==> src/rtl/uart_rx_pkg.sv <==
// Shared receiver types and constants for the uart_rx block.
package uart_rx_pkg;

    localparam int unsigned UART_DATA_BITS = 8;

    typedef enum logic [2:0] {
        ST_IDLE,
        ST_START,
        ST_DATA,
        ST_STOP,
        ST_BREAK
    } rx_state_t;

endpackage

==> src/rtl/uart_rx_if.sv <==
// Bus between the uart receiver and the core IO path: line, baud config, byte handshake and flags.
interface uart_rx_if;
    import uart_rx_pkg::*;

    logic [7:0]                baud_div;
    logic                      rx_in;
    logic                      rx_ack;
    logic [UART_DATA_BITS-1:0] rx_data;
    logic                      rx_valid;
    logic                      rx_strobe;
    logic                      frame_err;
    logic                      overrun;

    modport master (
        output baud_div, rx_in, rx_ack,
        input  rx_data, rx_valid, rx_strobe, frame_err, overrun
    );

    modport slave (
        input  baud_div, rx_in, rx_ack,
        output rx_data, rx_valid, rx_strobe, frame_err, overrun
    );

endinterface

==> src/rtl/uart_rx_fifo.sv <==
// Receive FIFO for uart_rx, first-word-fall-through; built only when UART_RX_FIFO_EN is defined.
`ifdef UART_RX_FIFO_EN
module uart_rx_fifo
    import uart_rx_pkg::*;
#(
    parameter int unsigned DEPTH = 4,
    parameter int unsigned WIDTH = UART_DATA_BITS
) (
    input  logic             clk,
    input  logic             reset,
    input  logic             i_push,
    input  logic [WIDTH-1:0] i_data,
    input  logic             i_pop,
    output logic [WIDTH-1:0] o_data,
    output logic             o_full,
    output logic             o_empty
);

    localparam int unsigned AW = $clog2(DEPTH);

    logic [WIDTH-1:0] r_mem [DEPTH];
    logic [AW:0]      r_wr_ptr;
    logic [AW:0]      r_rd_ptr;
    logic             w_push;
    logic             w_pop;

    // Pointers carry an extra wrap bit so full and empty differ only in that bit.
    assign o_empty = (r_wr_ptr == r_rd_ptr);
    assign o_full  = (r_wr_ptr[AW] != r_rd_ptr[AW]) && (r_wr_ptr[AW-1:0] == r_rd_ptr[AW-1:0]);
    assign w_pop   = i_pop & ~o_empty;
    assign w_push  = i_push & (~o_full | w_pop);
    assign o_data  = o_empty ? '0 : r_mem[r_rd_ptr[AW-1:0]];

    always_ff @(posedge clk) begin
        if (w_push) begin
            r_mem[r_wr_ptr[AW-1:0]] <= i_data;
        end
    end

    always_ff @(posedge clk) begin
        if (reset) begin
            r_wr_ptr <= '0;
            r_rd_ptr <= '0;
        end else begin
            if (w_push) begin
                r_wr_ptr <= r_wr_ptr + 1'b1;
            end
            if (w_pop) begin
                r_rd_ptr <= r_rd_ptr + 1'b1;
            end
        end
    end

endmodule
`endif

==> src/rtl/uart_rx.sv <==
// 8N1 oversampling uart receiver with holding register, or a receive FIFO when
// UART_RX_FIFO_EN is defined.
module uart_rx
    import uart_rx_pkg::*;
#(
    parameter int unsigned OVERSAMPLE = 16
`ifdef UART_RX_FIFO_EN
    ,
    parameter int unsigned FIFO_DEPTH = 4
`endif
) (
    input  logic     clk,
    input  logic     reset,
    uart_rx_if.slave rx_bus
);

    localparam int unsigned TW = $clog2(OVERSAMPLE);
    localparam int unsigned BW = $clog2(UART_DATA_BITS);
    localparam logic [TW-1:0] OS_LAST  = TW'(OVERSAMPLE - 1);
    localparam logic [TW-1:0] OS_MID   = TW'(OVERSAMPLE / 2 - 1);
    localparam logic [BW-1:0] BIT_LAST = BW'(UART_DATA_BITS - 1);

    logic                      r_sync1;
    logic                      r_sync2;
    logic                      r_rx_prev;
    logic                      w_fall;

    logic [7:0]                r_div_cnt;
    logic [7:0]                r_div_lim;
    logic                      w_tick;
    logic                      w_restart;

    rx_state_t                 r_state;
    rx_state_t                 w_state_nxt;
    logic [TW-1:0]             r_tick_cnt;
    logic [TW-1:0]             w_tick_cnt_nxt;
    logic [BW-1:0]             r_bit_cnt;
    logic [BW-1:0]             w_bit_cnt_nxt;
    logic [UART_DATA_BITS-1:0] r_shift;
    logic [UART_DATA_BITS-1:0] w_shift_nxt;
    logic                      w_good;
    logic                      w_ferr;

    logic                      r_strobe;
    logic                      r_ferr;
    logic                      r_ovr;
    logic                      w_lost;

    always_ff @(posedge clk) begin
        if (reset) begin
            r_sync1   <= 1'b1;
            r_sync2   <= 1'b1;
            r_rx_prev <= 1'b1;
        end else begin
            r_sync1   <= rx_bus.rx_in;
            r_sync2   <= r_sync1;
            r_rx_prev <= r_sync2;
        end
    end

    assign w_fall = r_rx_prev & ~r_sync2;

    // The limit is latched on wrap (or restart) so a baud_div change never truncates a tick.
    assign w_tick = (r_div_cnt == r_div_lim);

    always_ff @(posedge clk) begin
        if (reset) begin
            r_div_cnt <= '0;
            r_div_lim <= '0;
        end else if (w_restart || w_tick) begin
            r_div_cnt <= '0;
            r_div_lim <= rx_bus.baud_div;
        end else begin
            r_div_cnt <= r_div_cnt + 1'b1;
        end
    end

    always_ff @(posedge clk) begin
        if (reset) begin
            r_state    <= ST_IDLE;
            r_tick_cnt <= '0;
            r_bit_cnt  <= '0;
            r_shift    <= '0;
        end else begin
            r_state    <= w_state_nxt;
            r_tick_cnt <= w_tick_cnt_nxt;
            r_bit_cnt  <= w_bit_cnt_nxt;
            r_shift    <= w_shift_nxt;
        end
    end

    always_comb begin
        w_state_nxt    = r_state;
        w_tick_cnt_nxt = r_tick_cnt;
        w_bit_cnt_nxt  = r_bit_cnt;
        w_shift_nxt    = r_shift;
        w_restart      = 1'b0;
        w_good         = 1'b0;
        w_ferr         = 1'b0;
        unique case (r_state)
            ST_IDLE: begin
                if (w_fall) begin
                    w_restart      = 1'b1;
                    w_tick_cnt_nxt = '0;
                    w_state_nxt    = ST_START;
                end
            end
            ST_START: begin
                if (w_tick) begin
                    if (r_tick_cnt == OS_MID) begin
                        w_tick_cnt_nxt = '0;
                        w_bit_cnt_nxt  = '0;
                        w_state_nxt    = r_sync2 ? ST_IDLE : ST_DATA;
                    end else begin
                        w_tick_cnt_nxt = r_tick_cnt + 1'b1;
                    end
                end
            end
            ST_DATA: begin
                if (w_tick) begin
                    if (r_tick_cnt == OS_LAST) begin
                        w_tick_cnt_nxt = '0;
                        w_shift_nxt    = {r_sync2, r_shift[UART_DATA_BITS-1:1]};
                        w_bit_cnt_nxt  = r_bit_cnt + 1'b1;
                        if (r_bit_cnt == BIT_LAST) begin
                            w_state_nxt = ST_STOP;
                        end
                    end else begin
                        w_tick_cnt_nxt = r_tick_cnt + 1'b1;
                    end
                end
            end
            ST_STOP: begin
                if (w_tick) begin
                    if (r_tick_cnt == OS_LAST) begin
                        w_tick_cnt_nxt = '0;
                        if (r_sync2) begin
                            w_good      = 1'b1;
                            w_state_nxt = ST_IDLE;
                        end else begin
                            w_ferr      = 1'b1;
                            w_state_nxt = ST_BREAK;
                        end
                    end else begin
                        w_tick_cnt_nxt = r_tick_cnt + 1'b1;
                    end
                end
            end
            ST_BREAK: begin
                if (r_sync2) begin
                    w_state_nxt = ST_IDLE;
                end
            end
            default: begin
                w_state_nxt = ST_IDLE;
            end
        endcase
    end

`ifdef UART_RX_FIFO_EN
    logic                      w_full;
    logic                      w_empty;
    logic [UART_DATA_BITS-1:0] w_head;

    uart_rx_fifo #(
        .DEPTH (FIFO_DEPTH),
        .WIDTH (UART_DATA_BITS)
    ) u_fifo (
        .clk     (clk),
        .reset   (reset),
        .i_push  (r_strobe),
        .i_data  (r_shift),
        .i_pop   (rx_bus.rx_ack),
        .o_data  (w_head),
        .o_full  (w_full),
        .o_empty (w_empty)
    );

    assign w_lost          = r_strobe & w_full & ~rx_bus.rx_ack;
    assign rx_bus.rx_valid = ~w_empty;
    assign rx_bus.rx_data  = w_head;
`else
    logic                      r_valid;
    logic [UART_DATA_BITS-1:0] r_data;

    // A delivery coinciding with rx_ack replaces the byte instead of overrunning.
    always_ff @(posedge clk) begin
        if (reset) begin
            r_valid <= 1'b0;
            r_data  <= '0;
        end else if (r_strobe && (!r_valid || rx_bus.rx_ack)) begin
            r_valid <= 1'b1;
            r_data  <= r_shift;
        end else if (rx_bus.rx_ack) begin
            r_valid <= 1'b0;
        end
    end

    assign w_lost          = r_strobe & r_valid & ~rx_bus.rx_ack;
    assign rx_bus.rx_valid = r_valid;
    assign rx_bus.rx_data  = r_data;
`endif

    always_ff @(posedge clk) begin
        if (reset) begin
            r_strobe <= 1'b0;
            r_ferr   <= 1'b0;
            r_ovr    <= 1'b0;
        end else begin
            r_strobe <= w_good;
            if (w_ferr) begin
                r_ferr <= 1'b1;
            end else if (rx_bus.rx_ack) begin
                r_ferr <= 1'b0;
            end
            if (w_lost) begin
                r_ovr <= 1'b1;
            end else if (rx_bus.rx_ack) begin
                r_ovr <= 1'b0;
            end
        end
    end

    assign rx_bus.rx_strobe = r_strobe;
    assign rx_bus.frame_err = r_ferr;
    assign rx_bus.overrun   = r_ovr;

endmodule

==> src/flat_wrapper.sv <==
// flat-port wrapper written by rule: the top's interface ports become plain ports
module uart_rx_flat import uart_rx_pkg::*;
#(
    parameter int unsigned OVERSAMPLE = 16

)
  (clk, reset, rx_bus_baud_div, rx_bus_rx_in, rx_bus_rx_ack, rx_bus_rx_data, rx_bus_rx_valid, rx_bus_rx_strobe, rx_bus_frame_err, rx_bus_overrun);
  uart_rx_if rx_bus_i ();
  input  logic clk;
  input  logic reset;
  input wire logic [$bits(rx_bus_i.baud_div)-1:0] rx_bus_baud_div;
  input wire logic [$bits(rx_bus_i.rx_in)-1:0] rx_bus_rx_in;
  input wire logic [$bits(rx_bus_i.rx_ack)-1:0] rx_bus_rx_ack;
  output wire logic [$bits(rx_bus_i.rx_data)-1:0] rx_bus_rx_data;
  output wire logic [$bits(rx_bus_i.rx_valid)-1:0] rx_bus_rx_valid;
  output wire logic [$bits(rx_bus_i.rx_strobe)-1:0] rx_bus_rx_strobe;
  output wire logic [$bits(rx_bus_i.frame_err)-1:0] rx_bus_frame_err;
  output wire logic [$bits(rx_bus_i.overrun)-1:0] rx_bus_overrun;
  assign rx_bus_i.baud_div = rx_bus_baud_div;
  assign rx_bus_i.rx_in = rx_bus_rx_in;
  assign rx_bus_i.rx_ack = rx_bus_rx_ack;
  assign rx_bus_rx_data = rx_bus_i.rx_data;
  assign rx_bus_rx_valid = rx_bus_i.rx_valid;
  assign rx_bus_rx_strobe = rx_bus_i.rx_strobe;
  assign rx_bus_frame_err = rx_bus_i.frame_err;
  assign rx_bus_overrun = rx_bus_i.overrun;
  uart_rx #(.OVERSAMPLE(OVERSAMPLE)) u_core (.clk(clk), .reset(reset), .rx_bus(rx_bus_i));
endmodule
==> config.mk <==
export PLATFORM = sky130hd
export DESIGN_NAME = uart_rx_flat
export DESIGN_NICKNAME = d
export VERILOG_FILES = /design/src/rtl/uart_rx_pkg.sv /design/src/rtl/uart_rx_if.sv /design/src/rtl/uart_rx_fifo.sv /design/src/rtl/uart_rx.sv /design/src/flat_wrapper.sv
export SDC_FILE = /design/constraint.sdc
export NUM_CORES = 1
export LEC_CHECK = 0
export BUFFER_PORTS_ARGS = -buffer_cell sky130_fd_sc_hd__buf_4
export CORE_ASPECT_RATIO = 0.9
export CORE_UTILIZATION = 57
export CTS_CLUSTER_SIZE = 25
export DETAILED_ROUTE_END_ITERATION = 7
export GPL_TIMING_DRIVEN = 0
export PLACE_DENSITY = 0.78
export SLEW_MARGIN = 10
export SYNTH_ARGS = -nofsm -noshare
export SYNTH_HDL_FRONTEND = slang
export SYNTH_SLANG_ARGS = --single-unit
==> constraint.sdc <==
create_clock -name clk -period 2.5 [get_ports clk]
set_clock_uncertainty 0.2 [all_clocks]
set_input_delay 0.125 -clock clk [delete_from_list [all_inputs] [get_ports clk]]
set_output_delay 0.125 -clock clk [all_outputs]
set_load 0.03 [all_outputs]
==> results of run 1 <==
-- worst max-delay path: stages, from the launching register on --
cell and delay [ns]:
dfxtp_1 0.36, xor2_1 0.17, nor4_2 0.53, and2_1 0.25, buf_2 0.23, o21a_1 0.21
mux2i_1 0.22
-- what timing repair did --
| action | CTS | global route |
|---|---|---|
| gates resized for setup | 0 | 0 |
| endpoints found under the hold margin | 12 | 0 |
| hold buffers | 10 | 0 |
-- sequential cells by signal, indices dropped and copies added, names as in the netlist --
name,count
u_core.r_bit_cnt,3
u_core.r_div_cnt,8
u_core.r_div_lim,8
u_core.r_rx_prev,1
u_core.r_shift,8
u_core.r_state,3
u_core.r_sync1,1
u_core.r_sync2,1
u_core.r_tick_cnt,4
u_core.rx_bus.frame_err,1
u_core.rx_bus.overrun,1
u_core.rx_bus.rx_data,8
u_core.rx_bus.rx_strobe,1
u_core.rx_bus.rx_valid,1
-- cell usage after synthesis (2+ instances only) --
cell type | number | area [um2]
or2_2 | 3 | 18.8
xnor2_1 | 4 | 35.0
nand2b_1 | 7 | 43.8
clkbuf_1 | 7 | 26.3
and2_1 | 2 | 12.5
a31oi_1 | 2 | 12.5
inv_1 | 5 | 18.8
ha_1 | 4 | 50.1
o21ai_0 | 4 | 20.0
nor3_1 | 2 | 10.0
nor2_1 | 42 | 158
a21oi_1 | 11 | 55.1
dfxtp_1 | 49 | 981
xor2_1 | 11 | 96.3
o32ai_1 | 2 | 17.5
nand3_1 | 8 | 40.0
nand2_1 | 8 | 30.0
buf_2 | 4 | 20.0
nor4b_1 | 2 | 17.5
mux2i_1 | 26 | 260
nor4_2 | 2 | 25.0
-- worst min path at each step --
stage	start	to	slack (ns)
2_1_floorplan	rx_bus_rx_ack	u_core.rx_bus.overrun	0.004
3_3_place_gp	rx_bus_rx_ack	u_core.rx_bus.overrun	0.11
3_5_place_dp	rx_bus_rx_ack	u_core.rx_bus.overrun	0.11
4_1_cts	reset	u_core.r_bit_cnt[2]	0.13
5_1_grt	reset	u_core.r_tick_cnt[0]	0.17
6_report	reset	u_core.r_bit_cnt[2]	0.14
-- stage by stage --
stage | utilization | cell area, um2 | hold slack, ns | setup slack, ns
floorplan | - | 2090 | 0.00431 | 0.640
global placement | 0.674 | 2310 | 0.112 | 0.378
detailed placement | 0.674 | 2310 | 0.114 | 0.352
CTS | 0.731 | 2510 | 0.131 | 0.293
global route | 0.731 | 2510 | 0.175 | 0.0970
finish | 0.731 | 2510 | 0.142 | 0.259
-- report_power, final --
group	switching [mW]	internal, mW	total, mW
Combinational	0.319	0.248	0.566
Clock	0.264	0.225	0.488
Sequential	0.0551	0.847	0.902
Total	0.638	1.32	1.96
-- layer usage --
metal,vias up,part of all wire
li1,846,-
met5,-,0
met2,45,0.48
met1,786,0.47
met4,0,0.011
met3,4,0.041
-- area by class of cell --
type	instances	area [um2]
Multi-Input combinational cell	157	1040
Sequential cell	49	981
Fill cell	252	921
Timing Repair Buffer	32	265
Clock buffer	6	82.6
Tap cell	44	55.1
Buffer	12	50.0
Inverter	5	18.8
Clock inverter	2	13.8
-- kinds of logic after synthesis --
logic type	Yosys count	share of synthesized area
AND/OR/NAND/NOR	84	0.199
XOR/XNOR	15	0.0628
multiplexers	26	0.124
adder cells (fa/ha/maj)	4	0.0239
buffers and inverters	17	0.0329
flip-flops	49	0.469
AO/OA/AOI/OAI	28	0.0880
-- cells in the final DEF, fill, tap and decap left out, types with 2 or more instances in the layout --
cell type       n
nor4b_1         2
and2_1          2
dlygate4sd3_1  10
nor2_1         42
or2_2           3
xnor2_1         4
ha_1            4
inv_1           5
mux2i_1        26
buf_2           4
nand2_1         8
o21ai_0         4
nand2b_1        7
a21oi_1        11
nor3_1          2
a31oi_1         2
buf_4          22
nor4_2          2
o32ai_1         2
xor2_1         11
clkbuf_1        7
clkbuf_8        6
nand3_1         8
dfxtp_1        49
==> flow_summary.toml, run 1 <==
[sta]
worstMarginPinSlew_ns = 0.941
final_hold_viol_count = 0
tns_ns = 0
report.final.slew_viol_count = 0
fin_crit_ns = 2.24
relSlewSlack = 0.369
setup_viol = 0
rsz0062_at_grt = "no"
max_freq_ghz = 0.446
post-route-period-util = 0.896

[grt]
grt.met3_usage = 0.0519
met2_usage = 0.388
gr-total-overflow = 0
grt_busiest_layer = "met2"
gr-usage-met1 = 0.315
grt_pass1_wl_um = 7040
grt_usage = 0.241
antenna_found_initial = 0
grt_max_degree = 16
grt_pass1_vias = 1511

[drt]
drc = 0
wire_per_inst_um = 13.7
firstDrtPassIters = 4
drt_wl_total_um = 4220
via_per_inst = 5.48
vias = 1681
drt-initial-drc-count = 120
drtAntennaViolNets = 0

[place]
place.gp.congestion = 0.837
dp_hpwl_um = 2790
dp.cells = 289
io_buffers = 22

[final_layout]
nNetsFinal = 278
diodes = 0
syn_to_final_growth_pct = 19.9
drive_above_1_share = 0.160
final_cells = 307

[die]
fp.dieW_um = 65.8
start_util = 0.610
die_h_um = 59.5
core_region_area_mm2 = 0.00343
placementRows = 20
die-area_mm2 = 0.00391
io_pins = 24

[power]
powerDensity_mw_per_mm2 = 780
power_mw = 1.96
leakage_nw = 1.14
ir_worst_vdd_v = 0.000710

[critical_path]
path_max_fanout = 10
worst_ep_required_time_ns = 2.53
startpoint_type = "flop"
worstPathArrival_ns = 2.27
critical_path_class = "reg2reg"
r2r_slack_ns = 0.26
crit_path_end = "u_core.r_bit_cnt[0]"
setup.worst_path.start = "u_core.r_div_cnt[0]"
reg2reg_from = "u_core.r_div_cnt[0]"
reg2reg_to = "u_core.r_bit_cnt[0]"
reg2reg_depth = 6
cp-end-kind = "flop"

[hold_path]
timing.hold.worst.class = "in2reg"
hold-path-cell-count = 3

[logic_synthesis]
synth_seq_cells = 49
postSynth.asyncResetShare = 0
synth-seq-area-share = 0.469
synth_nets = 239
syn-mean-instance-area_um2 = 9.38
synth_edf_count = 0
yosysWarningCount = 0
netlist_area_mm2 = 0.00209
synth-main-ff-cell = "dfxtp_1"
syn_inst = 223
synthDistinctLibCells = 39

[cts]
clkTransAtPathRegs_ns = 0.09
post_cts_buffers = 0
clk_latency_ns = 0.30
cts_sinks = 49
h-tree-depth = 2
cts_max_path_buffers = 2
cts_tree = "done"
numCtsBuffers = 5
cts_root_buf = "clkbuf_8"

[run_status]
outcome = "finished clean"

[flow_run]
cap_violations = 0
Power figures use the tool's default switching activity.
==> inputs of run 2 (changes only) <==
--- a/config.mk
+++ b/config.mk
@@ -8,6 +8,7 @@
 export BUFFER_PORTS_ARGS = -buffer_cell sky130_fd_sc_hd__buf_4
 export CORE_ASPECT_RATIO = 0.9
 export CORE_UTILIZATION = 57
+export CTS_BUF_LIST = sky130_fd_sc_hd__clkbuf_16
 export CTS_CLUSTER_SIZE = 25
 export DETAILED_ROUTE_END_ITERATION = 7
 export GPL_TIMING_DRIVEN = 0
==> flow_summary.toml, run 2 (synthesis results as in run 1) <==
[power]
p_switching_mw = 0.652
power_mw = 2.12
p_sw_frac = 0.308
ir_worst_vdd_v = 0.000697
clockPowerShare = 0.307
seq_power_share = 0.426
powerDensity_mw_per_mm2 = 828
leakage_nw = 1.16
internal_power_mw = 1.46
power_frac_comb = 0.266

[sta]
worst_slack_ns = 0.323
fin_crit_ns = 2.18
final_hold_viol_count = 0
max_freq_ghz = 0.459
holdWs_ns = 0.156
worstMarginPinSlew_ns = 0.961
post-route-period-util = 0.871
relSlewSlack = 0.355
report.final.slew_viol_count = 0
tns_ns = 0
setup_viol = 0
rsz0062_at_grt = "no"

[die]
fp.dieW_um = 65.8
die_h_um = 59.5
io_pins = 24
placementRows = 20
core_region_area_mm2 = 0.00343
start_util = 0.610
die-area_mm2 = 0.00391

[hold_path]
timing.hold.worst.class = "in2reg"
min_from = "reset"
hold-path-cell-count = 3

[drt]
wire_per_inst_um = 13.8
drc = 0
drtAntennaViolNets = 0
drt_wl_total_um = 4240
firstDrtPassIters = 4
drt-initial-drc-count = 147
vias = 1673
via_per_inst = 5.45

[critical_path]
reg2reg_to = "u_core.r_bit_cnt[0]"
cp-end-kind = "flop"
r2r_slack_ns = 0.32
startpoint_type = "flop"
setup.worst_path.start = "u_core.r_div_cnt[0]"
path_max_fanout = 10
reg2reg_from = "u_core.r_div_cnt[0]"
worstPathArrival_ns = 2.19
critical_path_class = "reg2reg"
worst_ep_required_time_ns = 2.52
reg2reg_depth = 6
crit_path_end = "u_core.r_bit_cnt[0]"

[grt]
gr-total-overflow = 0
grt_pass1_wl_um = 6910
grt_max_degree = 16
grt_pass1_vias = 1501
grt_usage = 0.241
antenna_found_initial = 0

[final_layout]
final_common_cell = "dfxtp_1"
final_cell_mix = "dfxtp_1, nor2_1, mux2i_1"
drive_above_1_share = 0.156
nNetsFinal = 278
stdcell_area_mm2 = 0.00255
diodes = 0
final_cells = 307
fin_util = 0.745
syn_to_final_growth_pct = 22.1

[place]
dp.cells = 289
place.gp.congestion = 0.837
dp_hpwl_um = 2790
dpl_cell_area_mm2 = 0.00231
place_ws_ns = 0.352
io_buffers = 22

[cts]
numCtsBuffers = 5
clkTransAtPathRegs_ns = 0.06
cts_root_buf = "clkbuf_16"
cts_sinks = 49
ctsHoldBuffers = 10
clk_latency_ns = 0.29
cts_tree = "done"
post_cts_buffers = 0
cts_resized = 0
cts_max_path_buffers = 2
h-tree-depth = 2

[run_status]
outcome = "finished clean"

[flow_run]
cap_violations = 0
[run 2: cell count changes in the layout (fill, tap and decap cells not counted), sizes merged]
cell | previous run | this run
clkbuf | 13 | 12
clkinv | 2 | 3
[run 2: per-layer routing]
layer | vias to the layer above | wire length (um) | global-route usage
met1 | 780 | 1920 | 0.300
met2 | 48 | 2100 | 0.401
met4 | 0 | 68 | 0.112
met5 | - | 0 | 0
met3 | 6 | 150 | 0.0462
li1 | 839 | - | -
[run 2: power groups by stage]
| stage | Combinational (mW) | Clock, mW | Sequential (mW) |
|---|---|---|---|
| floorplan | 0.442 | 0 | 0.907 |
| global placement | 0.533 | 0 | 0.919 |
| detailed placement | 0.547 | 0 | 0.920 |
| CTS | 0.561 | 0.654 | 0.903 |
| global route | 0.624 | 0.688 | 0.912 |
| finish | 0.563 | 0.650 | 0.902 |
[run 2: how the worst min path moves through the flow]
stage	endpoint	slack [ns]
2_1_floorplan	u_core.rx_bus.overrun	0.004
3_3_place_gp	u_core.rx_bus.overrun	0.11
3_5_place_dp	u_core.rx_bus.overrun	0.11
4_1_cts	u_core.r_bit_cnt[2]	0.15
5_1_grt	u_core.r_tick_cnt[0]	0.21
6_report	u_core.r_bit_cnt[2]	0.16
[run 2: area by class of cell]
| class | instances | area, um2 |
|---|---|---|
| Sequential cell | 49 | 981 |
| Tap cell | 44 | 55.1 |
| Clock buffer | 5 | 125 |
| Inverter | 5 | 18.8 |
| Buffer | 12 | 50.0 |
| Timing Repair Buffer | 32 | 265 |
| Clock inverter | 3 | 17.5 |
| Fill cell | 244 | 875 |
| Multi-Input combinational cell | 157 | 1040 |
[run 2: critical path, stage by stage, from the launching register on]
cell and delay [ns]:
dfxtp_1 0.35, xor2_1 0.17, nor4_2 0.52, and2_1 0.25
buf_2 0.22, o21a_1 0.20, mux2i_1 0.19
